File: src/rtl/switch_debounce16.sv
// Switch input conditioner: 2-flop synchronizer plus independent per-bit debounce, with a change pulse.
// Optional sticky rising-edge flags are built when SWITCH_EDGE_LATCH_EN is defined.

module switch_debounce16_bit #(
   parameter int CNT_WIDTH       = 16,
   parameter int DEBOUNCE_CYCLES = 50000
) (
   input  logic clk,
   input  logic reset,
   input  logic raw,
   output logic stable,
   output logic update
);

   localparam logic [CNT_WIDTH-1:0] CNT_LAST = CNT_WIDTH'(DEBOUNCE_CYCLES - 1);
   localparam logic [CNT_WIDTH-1:0] CNT_ONE  = CNT_WIDTH'(1);

   logic                 s1_q, s2_q;
   logic                 stable_q, stable_d;
   logic [CNT_WIDTH-1:0] cnt_q, cnt_d;

   // Counter only advances while the synchronized level disagrees with the
   // debounced one, so any agreement restarts the persistence window.
   always_comb begin
      cnt_d    = '0;
      stable_d = stable_q;
      update   = 1'b0;
      if (s2_q != stable_q) begin
         if (cnt_q == CNT_LAST) begin
            stable_d = s2_q;
            update   = 1'b1;
         end else begin
            cnt_d = cnt_q + CNT_ONE;
         end
      end
   end

   always_ff @(posedge clk or posedge reset) begin
      if (reset) begin
         s1_q     <= 1'b0;
         s2_q     <= 1'b0;
         cnt_q    <= '0;
         stable_q <= 1'b0;
      end else begin
         s1_q     <= raw;
         s2_q     <= s1_q;
         cnt_q    <= cnt_d;
         stable_q <= stable_d;
      end
   end

   assign stable = stable_q;

endmodule

module switch_debounce16 #(
   parameter int WIDTH           = 16,
   parameter int CNT_WIDTH       = 16,
   parameter int DEBOUNCE_CYCLES = 50000
) (
   input  logic             clk,
   input  logic             reset,
   input  logic [WIDTH-1:0] sw_raw,
   output logic [WIDTH-1:0] sw_stable,
   output logic             sw_changed
`ifdef SWITCH_EDGE_LATCH_EN
   ,
   output logic [WIDTH-1:0] edge_latch,
   input  logic [WIDTH-1:0] edge_clear
`endif
);

   logic [WIDTH-1:0] upd;
   logic             sw_changed_q, sw_changed_d;

   switch_debounce16_bit #(
      .CNT_WIDTH      (CNT_WIDTH),
      .DEBOUNCE_CYCLES(DEBOUNCE_CYCLES)
   ) u_bit [WIDTH-1:0] (
      .clk   (clk),
      .reset (reset),
      .raw   (sw_raw),
      .stable(sw_stable),
      .update(upd)
   );

   // Registered alongside the stable flops so the pulse lines up with the new value.
   assign sw_changed_d = |upd;

   always_ff @(posedge clk or posedge reset) begin
      if (reset) sw_changed_q <= 1'b0;
      else       sw_changed_q <= sw_changed_d;
   end

   assign sw_changed = sw_changed_q;

`ifdef SWITCH_EDGE_LATCH_EN
   logic [WIDTH-1:0] edge_latch_q, edge_latch_d;

   // A bit updating while currently low is a 0->1 transition; set beats clear.
   assign edge_latch_d = (edge_latch_q & ~edge_clear) | (upd & ~sw_stable);

   always_ff @(posedge clk or posedge reset) begin
      if (reset) edge_latch_q <= '0;
      else       edge_latch_q <= edge_latch_d;
   end

   assign edge_latch = edge_latch_q;
`endif

endmodule

File: config.mk
export PLATFORM = sky130hd
export DESIGN_NAME = switch_debounce16
export DESIGN_NICKNAME = d
export VERILOG_FILES = /design/src/rtl/switch_debounce16.sv
export SDC_FILE = /design/constraint.sdc
export NUM_CORES = 1
export LEC_CHECK = 0
export BUFFER_PORTS_ARGS = -buffer_cell sky130_fd_sc_hd__buf_2
export CAP_MARGIN = 20
export CELL_PAD_IN_SITES_DETAIL_PLACEMENT = 2
export CELL_PAD_IN_SITES_GLOBAL_PLACEMENT = 2
export CORE_MARGIN = 1
export CORE_UTILIZATION = 43
export CTS_BUF_LIST = sky130_fd_sc_hd__clkbuf_8
export DETAILED_ROUTE_END_ITERATION = 8
export PLACE_DENSITY = 0.92
export REMOVE_ABC_BUFFERS = 1
export SLEW_MARGIN = 20
export SYNTH_ARGS = -nofsm -noshare
export SYNTH_HDL_FRONTEND = slang
export SYNTH_SLANG_ARGS = --single-unit
File: constraint.sdc
create_clock -name clk -period 12 [get_ports clk]
set_clock_uncertainty 0.05 [all_clocks]
set_input_delay 0 -clock clk [delete_from_list [all_inputs] [get_ports clk]]
set_output_delay 0 -clock clk [all_outputs]
set_load 0.03 [all_outputs]
# ---- Word-level counts from Yosys, hierarchy flattened
# Cells that the tools add are included.
dict set report totals {
  reg_bits 305
  inputBits 18
  output_inout_bits 17
  word_cells 194
}
dict set report op_classes {
  add_sub_neg 16
  n_eq_ne 32
  muxes 64
  reduce_logical 17
}
# op count
set ops {}
lappend ops {{$mux W16} 32}
lappend ops {{$add A16 B1 Y16 const B} 16}
lappend ops {{$eq A16 B16 Y1 const B} 16}
lappend ops {{$mux W1} 32}
lappend ops {{$reduce_and A2 Y1} 16}
lappend ops {{$ne A1 B1 Y1} 16}
lappend ops {{$reduce_or A16 Y1} 1}

# ---- Logic depth before layout (Yosys ltp)
dict set report depth {
  word_depth 4
  ltp_mapped 8
  ltp_nobuf 6
}

# ---- Cells and area by module
# A second synthesis with hierarchy kept.
dict set report unflattened {
  hier_cells 1463
  area_unflattened_um2 16215.6
}
# mod n_inst cells_per_inst area_each_um2 seq_area_each_um2
set by_module_without_submodules {}
lappend by_module_without_submodules {switch_debounce16_bit 16 91 1009.7 475.5}
lappend by_module_without_submodules {switch_debounce16 1 7 60.1 25.0}

# ---- Worst setup path after synthesis
# OpenSTA, ideal clock, no wires.
dict set report synth_path {
  kind {register -> register}
  from {reg u_bit[11].cnt_q[0]}
  to {reg u_bit[11].cnt_q[10]}
  setup_time_ps 71
  t_arrival_ps 1441
  required_ps 11879
  setup_slack_ps 10438
  path_stages_with_launch 9
  path_buffers 3
  synth_period_minus_slack_ps 1562
  cell_sequence {dfrtp_1 -> ha_1 -> and3_1 -> buf_2 -> nand4_1 -> nand2b_1 -> buf_2 -> buf_2 -> nor2_1}
}
dict set report synth_between {
  elab_chain_cells 3
  elab_cells_between_ends 4
  cone_classes {add/sub: 1; eq/ne: 1; mux: 2}
}
# item line
set synth_lines {}
lappend synth_lines {{from (decl)} 20} ;# logic [CNT_WIDTH-1:0] cnt_q, cnt_d;
lappend synth_lines {{from (signal assigned)} 47} ;# cnt_q <= cnt_d;
lappend synth_lines {{$add A16 B1 Y16 or $eq A16 B16 Y1 (tied branches)} {33, 29}}
lappend synth_lines {{$mux W16 (*)} 29} ;# if (cnt_q == CNT_LAST) begin
lappend synth_lines {{$mux W16 (*)} 28} ;# if (s2_q != stable_q) begin
lappend synth_lines {{named net u_bit[11].cnt_d[10]} 20}
# Mark *: on every way through the listed nets, which the timed path passes. The rest lies on a longest branch.
# A chain may end at the register's enable or synchronous reset.

==> impl_metrics.env <==
export IMPL_outcome="finished clean"
export IMPL_synth_xor_area_frac=0.150
export IMPL_max_freq_ghz=0.415
export IMPL_wirelength_um=49200
export IMPL_yosys_area_top_type="dfrtp_1"
export IMPL_critPathMaxFanout=88
export IMPL_relSlewSlack=0.320
export IMPL_via_per_inst=5.69
export IMPL_grt_pass1_vias=12676
export IMPL_final_antenna_net_count=0
export IMPL_cell_internal_pwr_uw=1650
export IMPL_clockBufferDepth=3
export IMPL_insertion_delay_ps=620
export IMPL_critical_path_class="input pin to async pin"
export IMPL_hpwl_um=25500
export IMPL_fill_cells=3167
export IMPL_fp_dieH_um=182
export IMPL_yosys_area_share_simple=0.243
export IMPL_instances_no_fill=1878
export IMPL_wire_per_inst_um=26.2
export IMPL_first_pass_iters=5
export IMPL_switchingPower_uw=562
export IMPL_rsz0062_at_grt="no"
export IMPL_cts_htree_levels=2
export IMPL_setup_viol=0
export IMPL_critPathArrivalTime_ps=2950
export IMPL_synth_cells=1323
export IMPL_std_cell_rows=65
export IMPL_utilization=0.500
export IMPL_yosys_cell_types_count=37
export IMPL_cp_common_cell="buf_4"
export IMPL_synth_flop_cell="dfrtp_1"
export IMPL_vias=10688
export IMPL_min_period_ps=2410
export IMPL_synthArstFlopShare=1.00
export IMPL_die_area_mm2=0.0332
export IMPL_cts_clk_slew_worst_paths_ps=60
export IMPL_slowest_stage="buf_4"
export IMPL_synth_edf_count=0
export IMPL_post_cts_resized=0
export IMPL_clock_sinks=305
export IMPL_place_congestion=0.777
export IMPL_worst_endpoint_required_ps=12550
export IMPL_r2r_slack_ps=9730
export IMPL_pwr_share_clk=0.481
export IMPL_overflow=0
export IMPL_start_util=0.439
export IMPL_yosysSeqAreaShare=0.546
export IMPL_maxCapViolCount=0
export IMPL_layout_area_overhead_vs_synth_pct=13.9
export IMPL_p_comb_frac=0.037
export IMPL_critPathBufInv=5
export IMPL_synth_top_family_by_area="simple AND/OR/NAND/NOR gates"
export IMPL_antenna_found_initial=1
export IMPL_worstSetupEndpointType="async pin"
export IMPL_max_stage_delay_ps=900
export IMPL_grt_max_degree=89
export IMPL_die_w_um=182
export IMPL_globalRouteTotalUtil=0.306
export IMPL_yosys_area_share_adder=0.0143
export IMPL_grt_pass1_wl_um=77700
export IMPL_synth_compound_area_share=0.00931
export IMPL_irDropWorstVdd_v=0.000143
export IMPL_slew_viol_final=0
export IMPL_worstMarginPinSlew_ps=1020
export IMPL_synth_most_common_cell="dfrtp_1"
export IMPL_syn_area_mm2=0.0140
export IMPL_synth_area_top_cells="dfrtp_1 (55%), xnor2_1 (8.5%), nor2_1 (7.2%)"
export IMPL_syn_area_per_cell_um2=10.6
export IMPL_postCtsSetupRepairBufs=0
export IMPL_hold_viol_final=0
export IMPL_fin_crit_sh=0.201
export IMPL_cts_tree="done"
export IMPL_core_mm2=0.0318
export IMPL_seq_area_mm2=0.00763
export IMPL_path_delay_family="buffers and inverters"
export IMPL_critPathLaunchType="input pin"
export IMPL_ys_ff_latch=305
export IMPL_hold_class="input pin to async pin"
export IMPL_final_nets=1436
export IMPL_synth_area_mux_share=0.0129
export IMPL_power_frac_seq=0.482
export IMPL_port_buffer_count=34
export IMPL_cts_buffers=53
export IMPL_dp_cells=1755
export IMPL_drt_iter0_markers=598
export IMPL_yosysTopAreaCellShare=0.546
export IMPL_root_buffer="clkbuf_8"
export IMPL_synth_top_cells_by_count="dfrtp_1 (305), nor2_1 (268), xnor2_1 (136)"
export IMPL_multi_input_area_mm2=0.00600
export IMPL_ys_warn_count=0
export IMPL_swShare=0.254
export IMPL_io_pins=35
export IMPL_p_per_area_mw_per_mm2=139
export IMPL_power_leakage_uw=0.00702
export IMPL_worstPathCellList="dlygate4sd3_1, buf_2, inv_8, buf_4, buf_4"
export IMPL_fin_setup_tns_ps=0
export IMPL_drc=0
export IMPL_drive_above_1_share=0.102
export IMPL_hold_slack_ps=2.15
==> power groups by stage <==
stage / Clock [µW] / Combinational, µW / Sequential [µW]
6_report: 1060 / 82.6 / 1070
5_1_grt: 1120 / 91.1 / 1070
4_1_cts: 1070 / 82.0 / 1060
3_5_place_dp: 0 / 69.5 / 1080
3_3_place_gp: 0 / 63.5 / 1080
2_1_floorplan: 0 / 46.0 / 1080
==> state kept, by name, indices dropped and copies added (netlist names) <==
signal / cells
u_bit.s2_q: 16
u_bit.stable: 16
u_bit.cnt_q: 256
u_bit.s1_q: 16
sw_changed: 1
==> final timing paths <==
path,start,cells after the start,end
max in group clk,u_bit[4].cnt_q[1]$_DFF_PP0_,6,u_bit[4].cnt_q[12]$_DFF_PP0_
hold / removal,reset,3,u_bit[7].cnt_q[11]$_DFF_PP0_
setup reg to reg,u_bit[4].cnt_q[1]$_DFF_PP0_,6,u_bit[4].cnt_q[12]$_DFF_PP0_
hold reg to reg,u_bit[0].s1_q$_DFF_PP0_,0,u_bit[0].s2_q$_DFF_PP0_
setup / recovery,reset,5,u_bit[3].cnt_q[11]$_DFF_PP0_
min in group clk,sw_raw[10],2,u_bit[10].s1_q$_DFF_PP0_
==> final cells by class <==
cell class | instances | share of cell area
Antenna cell | 1 | 0.000157
Clock buffer | 76 | 0.0657
Clock inverter | 19 | 0.00653
Inverter | 24 | 0.00613
Multi-Input combinational cell | 954 | 0.377
Sequential cell | 305 | 0.480
Tap cell | 435 | 0.0342
Timing Repair Buffer | 64 | 0.0302
==> timing repair <==
action                                  4_1_cts  5_1_grt
endpoints found under the setup margin        0        0
endpoints found under the hold margin       102        0
hold buffers                                 26        0
==> worst min-delay path: stages <==
cell           delay, ps
dlygate4sd3_1        540
buf_2                160
inv_8                440
==> routing by layer <==
| layer | global-route usage | vias to the layer above | part of all wire |
|---|---|---|---|
| met2 | 0.570 | 265 | 0.54 |
| met5 | 0 | - | 0 |
| met1 | 0.343 | 5650 | 0.38 |
| li1 | - | 4628 | - |
| met4 | 0.139 | 0 | 0.043 |
| met3 | 0.0477 | 145 | 0.033 |
==> metrics by stage <==
stage	instance area [µm²]	power, µW	worst slack [ps]
4_1_cts	15900	2220	9490
5_1_grt	15900	2280	9260
3_3_place_gp	14500	1140	9550
6_report	15900	2210	9590
3_5_place_dp	14500	1150	9480
2_1_floorplan	13700	1120	3520
==> cell families (layout without fill, tap and decap cells) <==
kind of cell | count (synthesis) | after routing
compound gates | 24 | 24
xor+xnor | 240 | 240
fa+ha+maj | 16 | 16
buf+inv | 64 | 183
flops | 305 | 305
mux | 16 | 16
other cells | 0 | 1
simple gates | 658 | 658
==> cells in the final DEF, fill, tap and decap left out, types with 8 or more instances in the layout <==
cell,Yosys,final
clkbuf_8,0,76
nand3_1,113,113
nand4_1,32,32
nor4_2,12,12
nor2_1,268,268
xor2_1,104,104
buf_2,23,34
nor3_1,24,24
o22ai_1,8,8
inv_1,24,38
nand2_1,58,58
a21oi_1,8,8
mux2_2,11,11
xnor2_1,136,136
nor4b_1,15,15
nor4bb_1,30,30
dlygate4sd3_1,0,26
ha_1,16,16
and3_1,71,71
dfrtp_1,305,305
or3_1,9,9
Note: power is estimated with default switching activity, not from simulation.
